==> src/rtl/sniffer_wr_buffer.sv <==
// Write buffer between the sniffer's Wishbone write-only master and RAM port A.
// Capture writes are queued in a small FIFO and drained one word per cycle under ram_ready_i.
module sniffer_wr_buffer #(
  parameter int unsigned DEPTH  = 8,
  parameter int unsigned ADDR_W = 14
) (
  input  logic                       clk_i,
  input  logic                       rst_i,
  input  logic                       flush_i,
  input  logic [31:0]                s_addr_i,
  input  logic [31:0]                s_data_i,
  input  logic [3:0]                 s_sel_i,
  input  logic                       s_we_i,
  input  logic                       s_stb_i,
  output logic                       s_stall_o,
  output logic                       s_ack_o,
  output logic                       ram_en_o,
  output logic                       ram_we_o,
  output logic [3:0]                 ram_be_o,
  output logic [ADDR_W-1:0]          ram_addr_o,
  output logic [31:0]                ram_data_o,
  input  logic                       ram_ready_i,
  output logic [$clog2(DEPTH):0]     level_o,
  output logic                       empty_o,
  output logic [15:0]                stall_cnt_o
);

  localparam int unsigned PTR_W = $clog2(DEPTH);
  localparam int unsigned LVL_W = PTR_W + 1;
  localparam int unsigned ENT_W = ADDR_W + 4 + 32;

  typedef enum logic {IDLE, VALID} out_state_t;

  out_state_t         state;
  logic [ENT_W-1:0]   mem [DEPTH];
  logic [PTR_W-1:0]   wr_ptr;
  logic [PTR_W-1:0]   rd_ptr;
  logic [LVL_W-1:0]   count;
  logic               full;
  logic               fifo_empty;
  logic               accept;
  logic               push;
  logic               pop;
  logic [ENT_W-1:0]   wr_entry;

  // Address bits outside the RAM word range are intentionally dropped.
  logic               unused_addr_bits;
  assign unused_addr_bits = ^{s_addr_i[31:ADDR_W+2], s_addr_i[1:0]};

  assign full       = (count == LVL_W'(DEPTH));
  assign fifo_empty = (count == '0);
  assign accept     = s_stb_i & ~full;
  assign push       = accept & s_we_i & ~flush_i;
  assign pop        = ~fifo_empty & ~flush_i & ((state == IDLE) | ram_ready_i);
  assign wr_entry   = {s_addr_i[ADDR_W+1:2], s_sel_i, s_data_i};

  assign s_stall_o   = full;
  assign level_o     = count;
  assign ram_en_o    = (state == VALID);
  assign ram_we_o    = ram_en_o;
  assign empty_o     = fifo_empty & (state == IDLE);

  always_ff @(posedge clk_i) begin
    if (push) begin
      mem[wr_ptr] <= wr_entry;
    end
  end

  always_ff @(posedge clk_i or negedge rst_i) begin
    if (!rst_i) begin
      wr_ptr      <= '0;
      rd_ptr      <= '0;
      count       <= '0;
      state       <= IDLE;
      ram_addr_o  <= '0;
      ram_be_o    <= '0;
      ram_data_o  <= '0;
      s_ack_o     <= 1'b0;
      stall_cnt_o <= '0;
    end else begin
      // Requests in the flush cycle are still acked; only their data is dropped.
      s_ack_o <= accept;
      if (flush_i) begin
        wr_ptr      <= '0;
        rd_ptr      <= '0;
        count       <= '0;
        state       <= IDLE;
        stall_cnt_o <= '0;
      end else begin
        if (push) begin
          wr_ptr <= wr_ptr + PTR_W'(1);
        end
        if (pop) begin
          rd_ptr <= rd_ptr + PTR_W'(1);
          {ram_addr_o, ram_be_o, ram_data_o} <= mem[rd_ptr];
        end
        case ({push, pop})
          2'b10:   count <= count + LVL_W'(1);
          2'b01:   count <= count - LVL_W'(1);
          default: count <= count;
        endcase
        case (state)
          IDLE:    if (pop) state <= VALID;
          VALID:   if (ram_ready_i && !pop) state <= IDLE;
          default: state <= IDLE;
        endcase
        if (s_stb_i && full && (stall_cnt_o != '1)) begin
          stall_cnt_o <= stall_cnt_o + 16'd1;
        end
      end
    end
  end

endmodule

==> config.mk <==
export PLATFORM = sky130hd
export DESIGN_NAME = sniffer_wr_buffer
export DESIGN_NICKNAME = d
export VERILOG_FILES = /design/src/rtl/sniffer_wr_buffer.sv
export SDC_FILE = /design/constraint.sdc
export NUM_CORES = 1
export LEC_CHECK = 0
export CAP_MARGIN = 20
export CORE_MARGIN = 5
export CORE_UTILIZATION = 40
export CTS_CLUSTER_DIAMETER = 200
export CTS_CLUSTER_SIZE = 12
export DETAILED_ROUTE_END_ITERATION = 8
export GPL_ROUTABILITY_DRIVEN = 0
export GPL_TIMING_DRIVEN = 0
export HOLD_SLACK_MARGIN = 0.12
export PLACE_DENSITY_LB_ADDON = 0.3
export SLEW_MARGIN = 20
export SYNTH_ARGS = -nofsm -noshare
export SYNTH_HDL_FRONTEND = slang
export SYNTH_SLANG_ARGS = --single-unit
==> constraint.sdc <==
create_clock -name clk_i -period 7.3 [get_ports clk_i]
set_input_delay 1.095 -clock clk_i [delete_from_list [all_inputs] [get_ports clk_i]]
set_output_delay 1.095 -clock clk_i [all_outputs]
set_load 0.05 [all_outputs]
==> results.tsv <==
metric	value	unit
status	finished, final reports clean	
synth_common_cells	edfxtp_1 (400), mux4_2 (100), dfrtp_1 (78)	
cp-end-kind	register	
syn_area_per_cell	19.7	sq um
dr_total_vias	9306	
dieArea	50300	sq um
p_leak	7.26	nW
yosys_warnings	0	
final_cells	1779	
grt_usage	15.9	%
cp_slowest_cell	or4_1	
cts.path.max_buffers	3	
hold_path_class	in2async	
syn-num-nets	1009	
synthArstFlopShare	16.3	%
wl	39900	um
synth_seq_area_share	76.1	%
cts-root-buf	clkbuf_16	
final_nets	1220	
vias_per_cell	5.23	
p_total	7.62	mW
worstPathArrival	4.19	ns
numCtsBuffers	45	
worstSetupPathType	in2reg	
crit_chain	clkdlybuf4s50_1, nand2_1, or4_1, nor3_2, buf_4, buf_4, buf_4, buf_4	
worstPathMaxFanout	8	
reg2reg_from	level_o[3]$_DFFE_PN0P_	
finalSetupViolCount	0	
finalCritPeriodShare	53.7	%
drt_pass1_iterations	5	
drtIter0Drc	746	
tightestPinTransition	0.984	ns
period_needed	3.92	ns
htree_levels	2	
rsz0062_at_grt	no	
power.density	340	nW/um^2
ys_ff_latch	478	
antenna_found_initial	5	
cts_tree	yes	
max_slew_margin	34.4	%
slew_violations	0	
drv_cap	0	
post_cts_buffers	0	
hold_buffers	0	
r2r_setup_slack	3.85	ns
ys.flop_type	edfxtp_1	
dpl_cell_area	21000	sq um
wire_per_inst	22.4	um
tns	0	ns
area_growth	21.8	%
clk_pin_slew	0.07	ns
crit_top_cell	buf_4	
synth_most_common_cell	edfxtp_1	
die_x	224	um
hold_viol	0	
synth_top_area_share	65.4	%
reg2regPathDepth	8	
synth.largest_area_cell	edfxtp_1	
synthCells	930	
core	45400	sq um
drive_above_1_share	19.2	%
netlist_top_cells_area	edfxtp_1 (65%), mux4_2 (12%), dfrtp_1 (11%)	
final_cell_area	22400	sq um
chipHeight	224	um
postCtsResizedCells	0	
grt_start_max_net_pins	55	
start_kind	input port	
hold_ws	0.400	ns
grt_pass1_vias	9521	
start_util	40.5	%
ios	149	
synth.distinct_cells	43	
fin_skew	0.0175	ns
overflow	0	
clock-sinks	478	
max_freq	0.255	GHz
vdd_drop_max	0.215	mV
syn_area	18400	sq um
rows	78	
cp.required	7.57	ns
grt_pass1_wl	60600	um
insertion_delay	0.56	ns
port-buffer-count	130	
place_hpwl	26100	um
drtAntennaViolNets	0	
drc	0	
r2r-end	mem[0][5]$_DFFE_PP_	
synth_edf_count	400	
max_stage_delay	0.65	ns
dp.cells	1694	
[stage by stage]
step	setup slack, ns	util (%)
global placement	-3.05	45.0
finish	3.38	49.3
detailed placement	2.79	46.4
CTS	3.39	49.3
floorplan	1.50	-
global route	3.21	49.3
[worst max-delay path by stage]
| stage | depth (start not counted) | slack (ns) | start | end |
|---|---|---|---|---|
| 3_5_place_dp | 8 | 2.79 | s_stb_i | mem[0][5]$_DFFE_PP_ |
| 6_report | 8 | 3.38 | s_stb_i | mem[0][5]$_DFFE_PP_ |
| 2_1_floorplan | 3 | 1.50 | flush_i | mem[0][0]$_DFFE_PP_ |
| 5_1_grt | 8 | 3.21 | s_stb_i | mem[1][21]$_DFFE_PP_ |
| 4_1_cts | 8 | 3.39 | s_stb_i | mem[0][5]$_DFFE_PP_ |
| 3_3_place_gp | 5 | -3.05 | s_stb_i | mem[1][15]$_DFFE_PP_ |
[where the power goes]
group / switching (mW) / total (mW) / internal (mW) / leakage, nW
logic: 1.34 / 2.20 / 0.858 / 2.02
clock network: 0.951 / 2.17 / 1.21 / 0.632
registers: 0.112 / 3.25 / 3.14 / 4.61
[final cells by class]
class,count,area [sq um]
multi-input cells,401,4230
inverters,5,18.8
flip-flops and latches,478,14000
clock inverters,1,8.76
diodes,1,2.50
plain buffers,46,203
fillers,3696,23000
clock buffers,83,1320
repair buffers,164,1870
well taps,600,751
[layer usage]
layer	global-route usage (%)	part of all wire [%]	vias to the layer above
li1	-	-	4182
met1	22.9	45	4814
met2	25.2	47	247
met3	3.78	6.0	55
met4	3.32	1.7	8
met5	0	0.12	-
[worst max-delay path: cells and delay by family]
kind	cells	cell delay (ns)
buffers and inverters	5	1.55
and+or+nand+nor	3	1.54
[cell usage in the layout (no fill, tap or decap), drive strengths merged, types with 3 or more instances in the layout]
| master | netlist | routed |
|---|---|---|
| and3 | 4 | 4 |
| nand3 | 10 | 10 |
| nand2b | 4 | 4 |
| or4 | 6 | 6 |
| nor3 | 7 | 7 |
| mux2i | 52 | 52 |
| ha | 5 | 5 |
| dfrtp | 78 | 78 |
| inv | 5 | 6 |
| buf | 24 | 59 |
| a21oi | 11 | 11 |
| xor2 | 4 | 4 |
| a31oi | 3 | 3 |
| clkbuf | 22 | 105 |
| nor4 | 6 | 6 |
| nand2 | 62 | 62 |
| o21ai | 56 | 56 |
| mux2 | 9 | 9 |
| edfxtp | 400 | 400 |
| o31ai | 3 | 3 |
| clkdlybuf4s50 | 0 | 129 |
| nor2 | 24 | 24 |
| xnor2 | 4 | 4 |
| mux4 | 100 | 100 |
| nor2b | 12 | 12 |
[flip-flops by register name, summed over array words and instances (netlist names)]
register     cells
level_o          4
mem            400
ram_addr_o      14
ram_be_o         4
ram_data_o      32
ram_en_o         1
rd_ptr           3
s_ack_o          1
stall_cnt_o     16
wr_ptr           3
[cell families (layout without fill, tap and decap cells)]
kind of cell | after synthesis | count (layout) | share of synthesized area, %
XOR/XNOR | 8 | 8 | 0.382
other | 0 | 1 | 0
buffers and inverters | 51 | 299 | 1.21
AND/OR/NAND/NOR | 145 | 145 | 3.90
flip-flops | 478 | 478 | 76.1
AO/OA/AOI/OAI | 82 | 82 | 2.45
multiplexers | 161 | 161 | 15.7
adder cells (fa/ha/maj) | 5 | 5 | 0.341
(Power assumes the default switching activity.)
